## config.mk

```make
export PLATFORM = sky130hd
export DESIGN_NAME = axi_lite_rd_arbiter
export DESIGN_NICKNAME = d
export VERILOG_FILES = /design/src/rtl/axi_lite_rd_arbiter.sv
export SDC_FILE = /design/constraint.sdc
export NUM_CORES = 1
export LEC_CHECK = 0
export CAP_MARGIN = 20
export CORE_AREA = 2 2 82 84
export DETAILED_ROUTE_END_ITERATION = 7
export DIE_AREA = 0 0 84 86
export PLACE_DENSITY = 0.73
export SLEW_MARGIN = 5
export SYNTH_ARGS = -nofsm -noshare
export SYNTH_HDL_FRONTEND = slang
export SYNTH_SLANG_ARGS = --single-unit
```

## constraint.sdc

```tcl
create_clock -name clk -period 1.5 [get_ports clk]
set_input_delay 0.45 -clock clk [delete_from_list [all_inputs] [get_ports clk]]
set_output_delay 0.45 -clock clk [all_outputs]
set_load 0.03 [all_outputs]
```

## src/rtl/axi_lite_rd_arbiter.sv

```systemverilog
// Two-master AXI-lite read-channel arbiter (AR + R) with one outstanding transaction.
// Define ARB_RR_EN for round-robin tie-breaking; otherwise m1 wins ties (fixed priority).
module axi_lite_rd_arbiter #(
  parameter int unsigned ADDR_W = 32,
  parameter int unsigned DATA_W = 32,
  parameter int unsigned RESP_W = 2
) (
  input  logic              clk,
  input  logic              rst_n,
  input  logic [ADDR_W-1:0] m0_araddr,
  input  logic              m0_arvalid,
  output logic              m0_arready,
  output logic [DATA_W-1:0] m0_rdata,
  output logic [RESP_W-1:0] m0_rresp,
  output logic              m0_rvalid,
  input  logic              m0_rready,
  input  logic [ADDR_W-1:0] m1_araddr,
  input  logic              m1_arvalid,
  output logic              m1_arready,
  output logic [DATA_W-1:0] m1_rdata,
  output logic [RESP_W-1:0] m1_rresp,
  output logic              m1_rvalid,
  input  logic              m1_rready,
  output logic [ADDR_W-1:0] s_araddr,
  output logic              s_arvalid,
  input  logic              s_arready,
  input  logic [DATA_W-1:0] s_rdata,
  input  logic [RESP_W-1:0] s_rresp,
  input  logic              s_rvalid,
  output logic              s_rready
);

  typedef enum logic [1:0] {
    StIdle = 2'b00,
    StAddr = 2'b01,
    StData = 2'b10
  } state_e;

  state_e state_q, state_d;
  logic   grant_q, grant_d;
  logic   last_grant_q, last_grant_d;
  logic   winner;
  logic   sel_arvalid;
  logic   sel_rready;

  always_comb begin
`ifdef ARB_RR_EN
    // On a tie the master that did not own the previous transaction wins.
    if (m0_arvalid && m1_arvalid) begin
      winner = ~last_grant_q;
    end else begin
      winner = m1_arvalid;
    end
`else
    winner = m1_arvalid;
`endif
  end

  assign sel_arvalid = grant_q ? m1_arvalid : m0_arvalid;
  assign sel_rready  = grant_q ? m1_rready  : m0_rready;
  assign s_araddr    = grant_q ? m1_araddr  : m0_araddr;

  // Data and response are broadcast; only the valids are steered.
  assign m0_rdata = s_rdata;
  assign m1_rdata = s_rdata;
  assign m0_rresp = s_rresp;
  assign m1_rresp = s_rresp;

  always_comb begin
    state_d      = state_q;
    grant_d      = grant_q;
    last_grant_d = last_grant_q;
    s_arvalid    = 1'b0;
    s_rready     = 1'b0;
    m0_arready   = 1'b0;
    m1_arready   = 1'b0;
    m0_rvalid    = 1'b0;
    m1_rvalid    = 1'b0;
    case (state_q)
      StIdle: begin
        if (m0_arvalid || m1_arvalid) begin
          grant_d = winner;
          state_d = StAddr;
        end
      end
      StAddr: begin
        s_arvalid  = sel_arvalid;
        m0_arready = ~grant_q & s_arready;
        m1_arready = grant_q & s_arready;
        if (sel_arvalid && s_arready) begin
          state_d = StData;
        end
      end
      StData: begin
        s_rready  = sel_rready;
        m0_rvalid = ~grant_q & s_rvalid;
        m1_rvalid = grant_q & s_rvalid;
        if (s_rvalid && sel_rready) begin
          state_d      = StIdle;
          last_grant_d = grant_q;
        end
      end
      default: state_d = StIdle;
    endcase
  end

  always_ff @(posedge clk) begin
    if (!rst_n) begin
      state_q      <= StIdle;
      grant_q      <= 1'b0;
      last_grant_q <= 1'b1;
    end else begin
      state_q      <= state_d;
      grant_q      <= grant_d;
      last_grant_q <= last_grant_d;
    end
  end

endmodule

```

---- After elaboration in Yosys (flattened, before gate mapping) ----
Index checks and enable logic that the tools add are counted.
Widths: inputs -> output; s select.
storage, ports and cells
  register bits after elaboration ......... 3
  output and inout bits ................... 106
  word-level logic and storage cells ...... 31
operators by class
  equality and inequality tests ........... 5
  muxes and demuxes ....................... 13
  bitwise logic cells ..................... 5
  reduce and logical (&&, ||, !) cells .... 6
operators with widths
  operator            number
  $mux 32             1
  $mux 1              8
  $mux 2              3
  $ne 2x2->1 const B  3
  $pmux 2 s3          1
  $and 1x1->1         4
  $reduce_and 3->1    1
  $eq 2x1->1 const B  1
  $eq 2x2->1 const B  1
  $logic_and 1x1->1   2
  $logic_not 2->1     1
  $reduce_and 2->1    1
  $logic_or 1x1->1    1
  $not 1->1           1

---- Depth between registers and ports, before layout ----
Gate-level depths: netlist of the first run.
  word-level depth ........................ 4
  depth in mapped cells ................... 4

---- Worst setup path before layout of the first run ----
No wires, ideal clock.
  path kind ............................... reg-to-output
  start ................................... reg grant_q
  end ..................................... out s_arvalid
  data arrival time ....................... 1.294 ns
  data required time ...................... 1.050 ns
  path slack .............................. -0.244 ns
  cell stages (with the launch flop) ...... 4
  path buffers ............................ 1
  cells stage by stage .................... dfxtp_1 buf_6 mux2i_1 nor3b_1
between the ends
  longest elaborated chain between the ends .. 2
RTL lines
  item                    RTL line  source
  start, declared         40        logic grant_q, grant_d;
  start signal, assigned  114       grant_q <= grant_d;
  $mux 1                  59        assign sel_arvalid = grant_q ? m1_arvalid : m0_arvalid;
  $mux 1                  79        case (state_q)
  end, declared           25        output logic s_arvalid,
No other way between the ends.

---- Worst setup path after layout of the first run ----
  start ................................... in m0_araddr[20]
  end ..................................... out s_araddr[20]
between the ends
  longest elaborated chain between the ends .. 1
RTL lines
  item             RTL line  source
  start, declared  10        input logic [ADDR_W-1:0] m0_araddr,
  $mux 32          61        assign s_araddr = grant_q ? m1_araddr : m0_araddr;
  end, declared    24        output logic [ADDR_W-1:0] s_araddr,
No other way between the ends.

==> results of run 1 <==
[per-stage QoR]
step	hold slack [ns]	setup WS, ns	util	area, um^2	total power, uW
after global placement	0.5943	-0.3754	0.2787	1749	805.1
after floorplan	0.4760	-0.01539	-	1107	787.4
after global routing	0.6331	-0.2529	0.3215	2018	1196
after CTS	0.6179	-0.2239	0.3157	1982	1138
final	0.6091	-0.2346	0.3215	2018	1134
after detailed placement	0.5856	-0.3771	0.2787	1749	811.2
[worst register-to-register path, stage by stage, from the launching register on]
cell     delay, ns
dfxtp_4       0.37
buf_6         0.13
mux2i_2       0.26
buf_4         0.15
o32ai_1       0.08
nor3b_2       0.17
[worst min path at each step]
| stage | start | endpoint |
|---|---|---|
| 2_1_floorplan | state_q[1]$_SDFFE_PN0P_ | state_q[0]$_SDFFE_PN0P_ |
| 3_3_place_gp | state_q[1]$_SDFFE_PN0P_ | state_q[0]$_SDFFE_PN0P_ |
| 3_5_place_dp | state_q[1]$_SDFFE_PN0P_ | state_q[0]$_SDFFE_PN0P_ |
| 4_1_cts | state_q[1]$_SDFFE_PN0P_ | state_q[0]$_SDFFE_PN0P_ |
| 5_1_grt | s_arready | state_q[0]$_SDFFE_PN0P_ |
| 6_report | state_q[0]$_SDFFE_PN0P_ | state_q[1]$_SDFFE_PN0P_ |
[power by group through the flow]
stage               logic, uW  clock network [uW]  registers, uW
CTS                       798                 241           98.8
global placement          707                   0           97.9
detailed placement        713                   0           98.2
floorplan                 694                   0           92.9
finish                    802                 232           99.3
global route              842                 254            100
[cell type report]
class | instances | area (um^2) | share of cell area
Multi-Input combinational cell | 53 | 605.6 | 0.3001
Clock buffer | 4 | 45.04 | 0.02232
Tap cell | 77 | 96.34 | 0.04774
Inverter | 2 | 7.507 | 0.003720
Timing Repair Buffer | 118 | 1195 | 0.5921
Sequential cell | 3 | 68.82 | 0.03410
[metal layers]
layer  part of all wire  global-route usage  up-vias
met5                  0                   0        -
li1                   -                   -      459
met4              0.024             0.04106        0
met2               0.52              0.1535       85
met3               0.13             0.03272       16
met1               0.33             0.09226      448
[sequential cells by signal, summed over array words and instances, names as in the netlist]
name and cells:
state_q 2, grant_q 1
[placed cells by master, fill, tap and decap left out, types with 2 or more instances in the layout]
cell type,n
dfxtp_4,2
buf_12,3
buf_4,7
clkdlybuf4s50_1,32
inv_1,2
nor3b_2,2
buf_6,37
mux2i_2,2
nor2_4,3
dlymetal6s2s_1,2
clkbuf_8,3
mux2_2,16
nand2_1,2
dlygate4sd2_1,36
mux2_4,16
[cell families after synthesis]
kind of cell    count (synthesis)  synth area share
buf+inv                        74            0.4983
simple gates                   14           0.06925
compound gates                  5           0.03292
flops                           3           0.05449
mux                            34            0.3451
[repair_timing]
action	CTS	global route
gates resized for setup	99	13
hold buffers	0	0
setup endpoints to repair	38	38
pin swaps	4	5
setup buffers	2	0
==> results.toml, run 1 <==
[finish]
fin_cells = 257
nets = 287
area_delta_synth_final_pct = 83.09
antennaDiodeCount = 0
fillers = 684
drive_gt1_frac = 0.5333

[die]
core_um2 = 6277
num_rows = 29
dieArea_um2 = 7224
die_width_um = 84
start_util = 0.1756
pin_count = 212
die_height_um = 86

[sta]
skew_ns = 0.002506
finalSetupViolations = 38
setup_tns_ns = -6.223
min_period_over_period = 1.156
slew_headroom = 0.8067
final_hold_viol_count = 0
min_period_ns = 1.735
final_max_slew_viol_count = 0
tightest_slew_ns = 0.2890
rsz0062_at_grt = "true"
max_freq_mhz = 576.5
worst_slack_ns = -0.2346

[logic_synthesis]
syn_nets = 236
ys_top_cells_by_count = "70 x buf_4, 32 x mux2_2, 5 x nor2_1"
ys_seq_area_frac = 0.05448
synth.top_cells.by_area = "buf_4 48%, mux2_2 33%, dfxtp_1 5.4%"
syn_avg_cell_area_um2 = 8.479
syn_area_um2 = 1102
syn_inst = 130
yosysWarnings = 0
yosysTopAreaCell = "buf_4"
synth.distinct_cells = 19
synth_ff_type = "dfxtp_1"
yosysMostFrequentCell = "buf_4"
synthArstFlopShare = 0
synth_top_cell_area_share = 0.4767
ys_ff_latch = 3
synth_edf_count = 0

[global_route]
grt_pass1_wl_um = 5175
grt_pass1_vias = 1107
grt_max_degree = 19
antenna_found_initial = 0
grt_use_total = 0.08708
overflow = 0

[worst_setup_path]
r2r-start = "grant_q$_SDFFE_PN0P_"
critPathBufInv = 2
startpoint = "m0_araddr[20]"
crit_cells = 3
worst-path-max-fanout = 1
slowest_delay_ns = 0.41
critPathCaptureType = "output port"
rr_endpoint = "state_q[0]$_SDFFE_PN0P_"
slowest_stage = "clkdlybuf4s50_1"
startpoint_type = "input port"
worstRegToRegCells = 5
critical_path_class = "input port to output port"
r2r_setup_slack_ns = 0.27
crit_arrival_ns = 1.28
crit_path_cell_trace = "clkdlybuf4s50_1 -> mux2_2 -> buf_6"
worstPathRequired_ns = 1.05
path_delay_family = "buffers and inverters"
crit_end = "s_araddr[20]"

[power_and_ir_drop]
pwr-share-clk = 0.205
seqPwrFrac = 0.088
peakVddDrop_mv = 0.3021
leakagePower_uw = 0.0009232
p_int_uw = 719.2
switchingPower_uw = 414.5
comb_power_share = 0.708
cellPowerDensity_nw_per_um2 = 561.7
swShare = 0.3656

[routing]
first_iter_violations = 7
dr.pass1.iters = 2
remaining_drc_errors = 0
routed-via-count = 1008
routed_via_density = 3.922
wl_per_cell_um = 13.24
routed_wirelength_um = 3403
ant_nets = 0

[clocking]
cts_inserted_buffers = 3
cts-htree-levels = 1
cts_tree = "built"
cts_sinks = 3
clkTransAtPathRegs_ns = 0.03
root_buffer = "clkbuf_8"
cts_max_path_buffers = 2
clock_latency_ns = 0.21

[placed_design]
finalWeightedCongestion = 0.7123
dp_hpwl_um = 2547
post-place-cells = 251
io_buffers = 109

[min_path]
holdPathStages = 3
hold_class = "register to register"

[run_status]
violations = "setup timing"
outcome = "finished with violations"

[run]
maxCapViolations = 0
Power figures use the tool's default switching activity.
==> run 2: changes to the inputs <==
- CAP_MARGIN: 20 -> unset
- CORE_AREA: 2 2 82 84 -> 3 3 81 83
- PLACE_DENSITY: 0.73 -> unset
- PLACE_DENSITY_LB_ADDON: unset -> 0.08
==> results.toml, run 2 (synthesis gave the netlist of run 1 again) <==
[run_status]
outcome = "finished with violations"
violations = "setup timing"

[sta]
final_max_slew_viol_count = 0
tightest_slew_ns = 0.3133
final_hold_viol_count = 0
worst_slack_ns = -0.2239
finalSetupViolations = 38
max_freq_mhz = 580.1
min_period_over_period = 1.149
slew_headroom = 0.7905
skew_ns = 0.001519
rsz0062_at_grt = "true"
hold_slack_ns = 0.5163
min_period_ns = 1.724

[finish]
fillers = 599
final_cell_area_um2 = 2064
area_delta_synth_final_pct = 87.29
drive_gt1_frac = 0.5249
top_regs = "state_q x2, grant_q x1"
final_cell_mix = "36 x buf_6, 32 x dlygate4sd2_1, 23 x clkdlybuf4s50_1, 21 x mux2_4, 16 x dlymetal6s2s_1"
largest_register_ffs = 2
largest-register = "state_q"
antennaDiodeCount = 0
layout_commonest_cell = "buf_6"
nets = 288

[clocking]
postCtsHoldBufs = 0
root_buffer = "clkbuf_8"
clkTransAtPathRegs_ns = 0.03
cts_sinks = 3
cts-htree-levels = 1
cts_max_path_buffers = 2
clock_latency_ns = 0.21
cts_inserted_buffers = 3
cts_tree = "built"
post_cts.repair.setup_buffers = 0

[die]
num_rows = 28
die_width_um = 84
dieArea_um2 = 7224
start_util = 0.1862
core_um2 = 5921
pin_count = 212
die_height_um = 86

[worst_setup_path]
critical_path_class = "input port to output port"
crit_arrival_ns = 1.27
startpoint = "m0_araddr[25]"
worstPathRequired_ns = 1.05
worst-path-max-fanout = 1
critPathCaptureType = "output port"
startpoint_type = "input port"
r2r-start = "grant_q$_SDFFE_PN0P_"

[global_route]
grt_pass1_vias = 1163
grt_use_total = 0.1161
grt_pass1_wl_um = 6693
antenna_found_initial = 0
grt_max_degree = 14
overflow = 0

[min_path]
hp-start = "state_q[1]$_SDFFE_PN0P_"
hold_class = "register to register"

[routing]
remaining_drc_errors = 0
ant_nets = 0
dr.pass1.iters = 3
wl_per_cell_um = 17.47
routed_wirelength_um = 4472
first_iter_violations = 18
routed_via_density = 4.070
routed-via-count = 1042

[run]
maxCapViolations = 0

[placed_design]
finalWeightedCongestion = 0.7422
dpl_cell_area_um2 = 1735
dp_hpwl_um = 3654
io_buffers = 109

[power_and_ir_drop]
finalPower_uw = 1150
peakVddDrop_mv = 0.4733
leakagePower_uw = 0.001059
cellPowerDensity_nw_per_um2 = 556.9
## run 2: routing by layer
metal | global-route usage | wire length, um | up-vias | share of wire
li1 | - | - | 465 | -
met1 | 0.1214 | 1526 | 468 | 0.34
met2 | 0.2184 | 2387 | 101 | 0.53
met3 | 0.04515 | 516 | 8 | 0.12
met4 | 0.02778 | 42 | 0 | 0.0094
met5 | 0 | 0 | - | 0
## run 2: per-stage QoR
step	std cells	setup WS [ns]	utilization	setup TNS, ns
after global routing	256	-0.2639	0.3487	-8.223
after CTS	256	-0.2303	0.3286	-7.160
after floorplan	130	-0.01539	-	-0.1231
after global placement	251	-0.3019	0.2931	-8.862
after detailed placement	251	-0.3382	0.2931	-9.162
final	256	-0.2239	0.3487	-6.442
## run 2: worst max-delay path, stage by stage
cell	delay (ns)
clkdlybuf4s50_1	0.40
mux2_2	0.28
buf_6	0.14
## run 2: final timing paths
kind	to	slack [ns]	depth (start not counted)
hold / removal	state_q[0]$_SDFFE_PN0P_	0.52	2
setup reg to reg	state_q[0]$_SDFFE_PN0P_	0.23	5
setup / recovery	s_araddr[25]	-0.22	3
hold reg to reg	state_q[0]$_SDFFE_PN0P_	0.52	2
## run 2: final cells by class
type	count	area (um^2)	area share
clock buffer	4	45.04	0.02182
sequential	3	66.31	0.03212
inverter	2	7.507	0.003636
multi-input combinational	53	608.1	0.2945
tap	75	93.84	0.04545
timing repair buffer	119	1244	0.6024
## run 2: where the power goes
group / switching (uW) / total, uW / internal, uW
Clock: 46.8 / 227 / 181
Sequential: 10.2 / 98.0 / 87.9
Combinational: 361 / 824 / 464
Total: 417 / 1150 / 732
## run 2: what timing repair did
action,CTS,global route
setup endpoints to repair,38,38
endpoints found under the hold margin,0,0
gates resized for setup,89,36
cloned,1,0
pin swaps,4,1
